--- config.mk ---
export PLATFORM = sky130hd
export DESIGN_NAME = div_radix2_flat
export DESIGN_NICKNAME = d
export VERILOG_FILES = /design/src/rtl/div_pkg.sv /design/src/rtl/div_radix2_if.sv /design/src/rtl/div_radix2_step.sv /design/src/rtl/div_radix2.sv /design/src/flat_wrapper.sv
export SDC_FILE = /design/constraint.sdc
export NUM_CORES = 1
export LEC_CHECK = 0
export BUFFER_PORTS_ARGS = -buffer_cell sky130_fd_sc_hd__buf_2
export CAP_MARGIN = 10
export CORE_ASPECT_RATIO = 1.1
export CORE_UTILIZATION = 30
export DETAILED_ROUTE_END_ITERATION = 6
export PLACE_DENSITY_LB_ADDON = 0.3
export SLEW_MARGIN = 20
export SYNTH_ARGS = -nofsm -noshare
export SYNTH_HDL_FRONTEND = slang
export SYNTH_HIERARCHICAL = 1
export SYNTH_SLANG_ARGS = --single-unit
--- constraint.sdc ---
create_clock -name div_clk -period 6.55 [get_ports div_clk]
set_clock_uncertainty 0.1 [all_clocks]
set_input_delay 1.31 -clock div_clk [delete_from_list [all_inputs] [get_ports div_clk]]
set_output_delay 1.31 -clock div_clk [all_outputs]
set_load 0.005 [all_outputs]
--- src/rtl/div_pkg.sv ---
// Shared constants, state encoding and helpers for the radix-2 restoring divider.
package div_pkg;

  localparam int DIV_W     = 32;
  localparam int DIV_ITER  = 32;
  localparam int DIV_CNT_W = 5;

  localparam logic [DIV_W-1:0] DIV_DVZ_QUO = 32'hFFFF_FFFF;

  typedef enum logic [1:0] {
    DIV_IDLE = 2'd0,
    DIV_RUN  = 2'd1,
    DIV_DONE = 2'd2
  } div_state_e;

  // Magnitude of a two's-complement value, applied only for signed operations.
  function automatic logic [DIV_W-1:0] abs_if(input logic [DIV_W-1:0] v, input logic en);
    return (en && v[DIV_W-1]) ? -v : v;
  endfunction

endpackage

--- src/rtl/div_radix2_if.sv ---
// Divide request/complete handshake between the EXE stage (master) and the divider (slave).
interface div_radix2_if
  import div_pkg::*;
#(
  parameter int WIDTH = DIV_W
);

  logic             div;
  logic             div_signed;
  logic [WIDTH-1:0] x;
  logic [WIDTH-1:0] y;
  logic             div_ack;
  logic [WIDTH-1:0] s;
  logic [WIDTH-1:0] r;
  logic             complete;

  modport master (
    output div, div_signed, x, y, div_ack,
    input  s, r, complete
  );

  modport slave (
    input  div, div_signed, x, y, div_ack,
    output s, r, complete
  );

endinterface

--- src/rtl/div_radix2_step.sv ---
// One combinational restoring-division iteration: shift {rem, quo} left, trial-subtract the divisor.
module div_radix2_step
  import div_pkg::*;
(
  input  logic [DIV_W-1:0] rem_i,
  input  logic [DIV_W-1:0] quo_i,
  input  logic [DIV_W-1:0] dsr_i,
  output logic [DIV_W-1:0] rem_o,
  output logic [DIV_W-1:0] quo_o
);

  logic [DIV_W:0] rem_sh;
  logic [DIV_W:0] trial;
  logic           q_bit;

  always_comb begin
    rem_sh = {rem_i, quo_i[DIV_W-1]};
    trial  = rem_sh - {1'b0, dsr_i};
    // A set top bit means the shifted remainder already exceeds any 32-bit divisor.
    q_bit  = rem_sh[DIV_W] | ~trial[DIV_W];
    rem_o  = q_bit ? trial[DIV_W-1:0] : rem_sh[DIV_W-1:0];
    quo_o  = {quo_i[DIV_W-2:0], q_bit};
  end

endmodule

--- src/rtl/div_radix2.sv ---
// Iterative 32-bit signed/unsigned radix-2 restoring divider returning quotient and remainder.
//
// state | meaning
// IDLE  | waiting for div; latches operand magnitudes and result signs on request
// RUN   | 32 shift/subtract iterations; div low aborts back to IDLE
// DONE  | complete=1 with registered s/r; leaves on div_ack or div withdrawn
module div_radix2
  import div_pkg::*;
#(
  parameter int WIDTH = DIV_W
)(
  input  logic          div_clk,
  input  logic          resetn,
  div_radix2_if.slave   bus
);

  localparam logic [1:0] IDLE = DIV_IDLE;
  localparam logic [1:0] RUN  = DIV_RUN;
  localparam logic [1:0] DONE = DIV_DONE;

  logic [1:0]           state_q, state_d;
  logic [DIV_CNT_W-1:0] cnt_q, cnt_d;
  logic [WIDTH-1:0]     rem_q, rem_d;
  logic [WIDTH-1:0]     quo_q, quo_d;
  logic [WIDTH-1:0]     dsr_q, dsr_d;
  logic                 neg_q_q, neg_q_d;
  logic                 neg_r_q, neg_r_d;
  logic                 dvz_q, dvz_d;
  logic [WIDTH-1:0]     s_q, s_d;
  logic [WIDTH-1:0]     r_q, r_d;

  logic [WIDTH-1:0]     step_rem;
  logic [WIDTH-1:0]     step_quo;

  div_radix2_step u_step (
    .rem_i (rem_q),
    .quo_i (quo_q),
    .dsr_i (dsr_q),
    .rem_o (step_rem),
    .quo_o (step_quo)
  );

  always_comb begin
    state_d = state_q;
    cnt_d   = cnt_q;
    rem_d   = rem_q;
    quo_d   = quo_q;
    dsr_d   = dsr_q;
    neg_q_d = neg_q_q;
    neg_r_d = neg_r_q;
    dvz_d   = dvz_q;
    s_d     = s_q;
    r_d     = r_q;

    case (state_q)
      IDLE: begin
        if (bus.div) begin
          state_d = RUN;
          cnt_d   = '0;
          rem_d   = '0;
          quo_d   = abs_if(bus.x, bus.div_signed);
          dsr_d   = abs_if(bus.y, bus.div_signed);
          neg_q_d = bus.div_signed & (bus.x[WIDTH-1] ^ bus.y[WIDTH-1]);
          neg_r_d = bus.div_signed & bus.x[WIDTH-1];
          dvz_d   = (bus.y == '0);
        end
      end
      RUN: begin
        if (!bus.div) begin
          state_d = IDLE;
        end else begin
          rem_d = step_rem;
          quo_d = step_quo;
          cnt_d = cnt_q + 1'b1;
          if (cnt_q == DIV_CNT_W'(DIV_ITER - 1)) begin
            state_d = DONE;
            s_d     = dvz_q ? DIV_DVZ_QUO : (neg_q_q ? -step_quo : step_quo);
            // On divide by zero the remainder ends as |x|; restoring x's sign returns x itself.
            r_d     = neg_r_q ? -step_rem : step_rem;
          end
        end
      end
      DONE: begin
        if (bus.div_ack || !bus.div) begin
          state_d = IDLE;
        end
      end
      default: begin
        state_d = IDLE;
      end
    endcase
  end

  always_ff @(posedge div_clk) begin
    if (!resetn) begin
      state_q <= IDLE;
      cnt_q   <= '0;
      rem_q   <= '0;
      quo_q   <= '0;
      dsr_q   <= '0;
      neg_q_q <= 1'b0;
      neg_r_q <= 1'b0;
      dvz_q   <= 1'b0;
      s_q     <= '0;
      r_q     <= '0;
    end else begin
      state_q <= state_d;
      cnt_q   <= cnt_d;
      rem_q   <= rem_d;
      quo_q   <= quo_d;
      dsr_q   <= dsr_d;
      neg_q_q <= neg_q_d;
      neg_r_q <= neg_r_d;
      dvz_q   <= dvz_d;
      s_q     <= s_d;
      r_q     <= r_d;
    end
  end

  assign bus.s        = s_q;
  assign bus.r        = r_q;
  assign bus.complete = (state_q == DONE);

endmodule

--- src/flat_wrapper.sv ---
// flat-port wrapper written by rule: the top's interface ports become plain ports
module div_radix2_flat import div_pkg::*;
#(
  parameter int WIDTH = DIV_W
)
  (div_clk, resetn, bus_div, bus_div_signed, bus_x, bus_y, bus_div_ack, bus_s, bus_r, bus_complete);
  div_radix2_if #(.WIDTH(WIDTH)) bus_i ();
  input  logic div_clk;
  input  logic resetn;
  input wire logic [$bits(bus_i.div)-1:0] bus_div;
  input wire logic [$bits(bus_i.div_signed)-1:0] bus_div_signed;
  input wire logic [$bits(bus_i.x)-1:0] bus_x;
  input wire logic [$bits(bus_i.y)-1:0] bus_y;
  input wire logic [$bits(bus_i.div_ack)-1:0] bus_div_ack;
  output wire logic [$bits(bus_i.s)-1:0] bus_s;
  output wire logic [$bits(bus_i.r)-1:0] bus_r;
  output wire logic [$bits(bus_i.complete)-1:0] bus_complete;
  assign bus_i.div = bus_div;
  assign bus_i.div_signed = bus_div_signed;
  assign bus_i.x = bus_x;
  assign bus_i.y = bus_y;
  assign bus_i.div_ack = bus_div_ack;
  assign bus_s = bus_i.s;
  assign bus_r = bus_i.r;
  assign bus_complete = bus_i.complete;
  div_radix2 #(.WIDTH(WIDTH)) u_core (.div_clk(div_clk), .resetn(resetn), .bus(bus_i));
endmodule
==> summary.txt <==
Run status
  – Status: completed

Die
  – Chip Width: 189 um
  – Initial core utilization: 0.303
  – IO Pins: 134
  – Row count: 75
  – Die H: 208 um
  – Die Area: 39300 um2
  – Core ar.: 38100 um2

Logic synthesis
  – Average cell area after synthesis: 7.83 um2
  – Post-Synthesis Cells: 1476
  – Most instantiated library cell after synthesis: dfxtp_1
  – Number of flops mapped to enable cells by yosys: 0
  – Ys Warns: 6
  – Synth cell types: 82
  – Largest cells by area after synthesis: dfxtp_1 29%, xor2_1 6.7%, a21oi_1 5.7%
  – Synth Flop Type: dfxtp_1
  – Post-synth top area share: 0.294
  – Largest area contributor in the netlist: dfxtp_1
  – Cell Area, Synth: 11600 um2
  – Asr flop ratio synth: 0
  – Leading cell types by count after synthesis: 170 x dfxtp_1, 131 x a21oi_1, 117 x nor2_1
  – Post-synthesis sequential area ratio: 0.294
  – Yosys reg bits: 170
  – Synthesized Nets: 1584

Cells and area
  – Fin cells: 2014
  – Core Util, Final: 0.337
  – Area grow syn2layout: 11.2%
  – Layout cells sized above 1: 0.142
  – Inserted Diodes: 0
  – Fin area: 12900 um2
  – Nets: 1609

Worst setup path
  – Crit path buffers/inverters: 2
  – Start point of the critical path: u_core/dsr_q[5]
  – Worst path cell trace: inv_1, ha_1, a21o_1, a211o_1, o211ai_2, o21ai_1, and2_1, a2111oi_4, o31a_4, inv_2, mux2_1, or4_1, or4_1, o41ai_2, xor2_1, a21oi_1
  – Crit-path max FO: 58
  – Crit end category: register
  – Critical path arrival: 5.41 ns
  – Flop2flop setup slack: 1.32 ns
  – Most frequent CP cell: or4_1
  – Type of origin of the critical path: register
  – R2r endpoint: u_core/bus.r[30]
  – Setup CP Type: register to register
  – Slowest stage delay, CP: 0.57 ns
  – Cell family with most CP delay: compound AO/OA/AOI/OAI gates
  – Critical path data required time: 6.73 ns
  – R2R depth: 16
  – CP max stage cell: or4_1
  – Worst r2r src: u_core/dsr_q[5]

Hold path
  – Hold Path Depth: 2
  – Class of the worst hold path: register to register
  – Hold EP: u_core/neg_q_q
  – Hold Path Origin: u_core/neg_q_q

Placement
  – Worst slack at placement: 1.35 ns
  – Placed inst area: 12300 um2
  – DPL Wire Length: 25.9 mm
  – GP Congestion: 0.867
  – Inst Count DP: 1982
  – IO buf count: 133

GRT
  – Pin count of the biggest net entering global routing: 86
  – GRT Total Usage: 0.176
  – Gr ovfl total: 0
  – Global-route wire length before repair: 55.8 mm
  – Initial antenna violation count: 0
  – Number of global-route vias before repair: 9987

Timing
  – Final worst setup slack: 1.32 ns
  – Worst-margin pin slew: 1.04 ns
  – Final worst path period share: 0.798
  – Final slew viol count: 0
  – Final setup viols: 0
  – Tmin final: 5.23 ns
  – Hold Vio Cnt, Final: 0
  – Highest clock rate: 191 MHz
  – Hold Worst Slack: 0.361 ns
  – Slew headroom: 0.306
  – Unrepaired setup endpoints after global routing: false
  – Total Neg Setup Slack: 0 ns

Route
  – Drt drc: 0
  – First drt pass iteration count: 5
  – Iter 0 DRT Violations: 797
  – Final ANT Viol Nets: 0
  – Drt wl/cell: 17.5 um
  – Routed vias: 11053
  – Post-detailed-route via-to-cell ratio: 5.49
  – Routed WL: 35.2 mm

Pwr
  – Leakage Power: 5.06 nW
  – Worst vdd ir: 0.153 mV
  – Total power: 2.54 mW
  – Power density over the cells: 197 nW/um2

Clocking
  – # resized after CTS: 0
  – CTS clk-pin slew, worst paths: 0.07 ns
  – Postcts setup bufs: 0
  – Hold_buf cts: 0
  – CTS root buf: clkbuf_16
  – Cts bufs inserted: 17
  – CTS tree: yes
  – H-tree Lvls: 4
  – Longest Clk Path Bufs: 2
  – Clk Latency, worst-skew pair: 0.43 ns
  – Clock sink total: 170

Flow run
  – Max_cap viols: 0
[logic make-up (layout without fill, tap and decap cells)]
logic type,Yosys count,in the layout,share of synthesized area
AO/OA/AOI/OAI,517,517,0.298
AND/OR/NAND/NOR,408,408,0.176
buffers and inverters,200,238,0.0790
flip-flops,170,170,0.294
XOR/XNOR,128,128,0.0970
adder cells (fa/ha/maj),39,39,0.0429
multiplexers,14,14,0.0123
[final cells by class]
class | count | area [um2]
Clock buffer | 18 | 439
Clock inverter | 14 | 126
Fill cell | 4095 | 25200
Inverter | 61 | 230
Multi-Input combinational cell | 1106 | 7260
Sequential cell | 170 | 3400
Tap cell | 500 | 626
Timing Repair Buffer | 145 | 768
[layer usage]
metal	track usage	wire length, um	part of all wire	up-vias
met2	0.274	15700	0.45	316
met5	0	0	0	-
met3	0.0240	1670	0.048	33
li1	-	-	-	5437
met4	0.0503	565	0.016	0
met1	0.252	17300	0.49	5267
[flip-flops by register name, summed over array words and instances, names as in the netlist]
signal	count
u_core/rem_q	32
u_core/dvz_q	1
u_core/bus.r	32
u_core/cnt_q	5
u_core/dsr_q	32
u_core/neg_q_q	1
u_core/neg_r_q	1
u_core/state_q	2
u_core/bus.s	32
u_core/quo_q	32
[power breakdown]
part / internal (mW) / switching (mW)
combinational: 0.158 / 0.289
sequential: 1.07 / 0.0372
clock: 0.512 / 0.477
total: 1.73 / 0.803
[cells in the final DEF, fill, tap and decap left out, types with 25 or more instances in the layout]
cell      instances
dfxtp_1         169
buf_2           133
a21oi_1         131
nor2_1          115
nand2_1          99
o21ai_0          99
xor2_1           88
inv_1            59
xnor2_1          40
o21ai_1          39
ha_1             38
o31ai_1          37
a211oi_1         36
a22oi_1          35
nor3_1           26
nand3_1          25
[worst max path at each step]
| stage | endpoint | slack [ns] | depth (start not counted) |
|---|---|---|---|
| final | u_core/bus.r[30] | 1.32 | 16 |
| after global routing | u_core/bus.r[31] | 1.02 | 16 |
| after CTS | u_core/bus.r[30] | 1.33 | 16 |
| after detailed placement | u_core/bus.r[30] | 1.35 | 16 |
| after global placement | u_core/bus.r[30] | 1.42 | 16 |
| after floorplan | u_core/bus.r[30] | 1.94 | 17 |
[worst register-to-register path, delay by kind of cell, from the launching register on]
family	cells	cell delay (ns)
buffers and inverters	2	0.21
AND/OR/NAND/NOR	3	1.26
flip-flops	1	0.33
multiplexers	1	0.41
adder cells (fa/ha/maj)	1	0.33
XOR/XNOR	1	0.18
AO/OA/AOI/OAI	8	2.25
(Power assumes the default switching activity.)
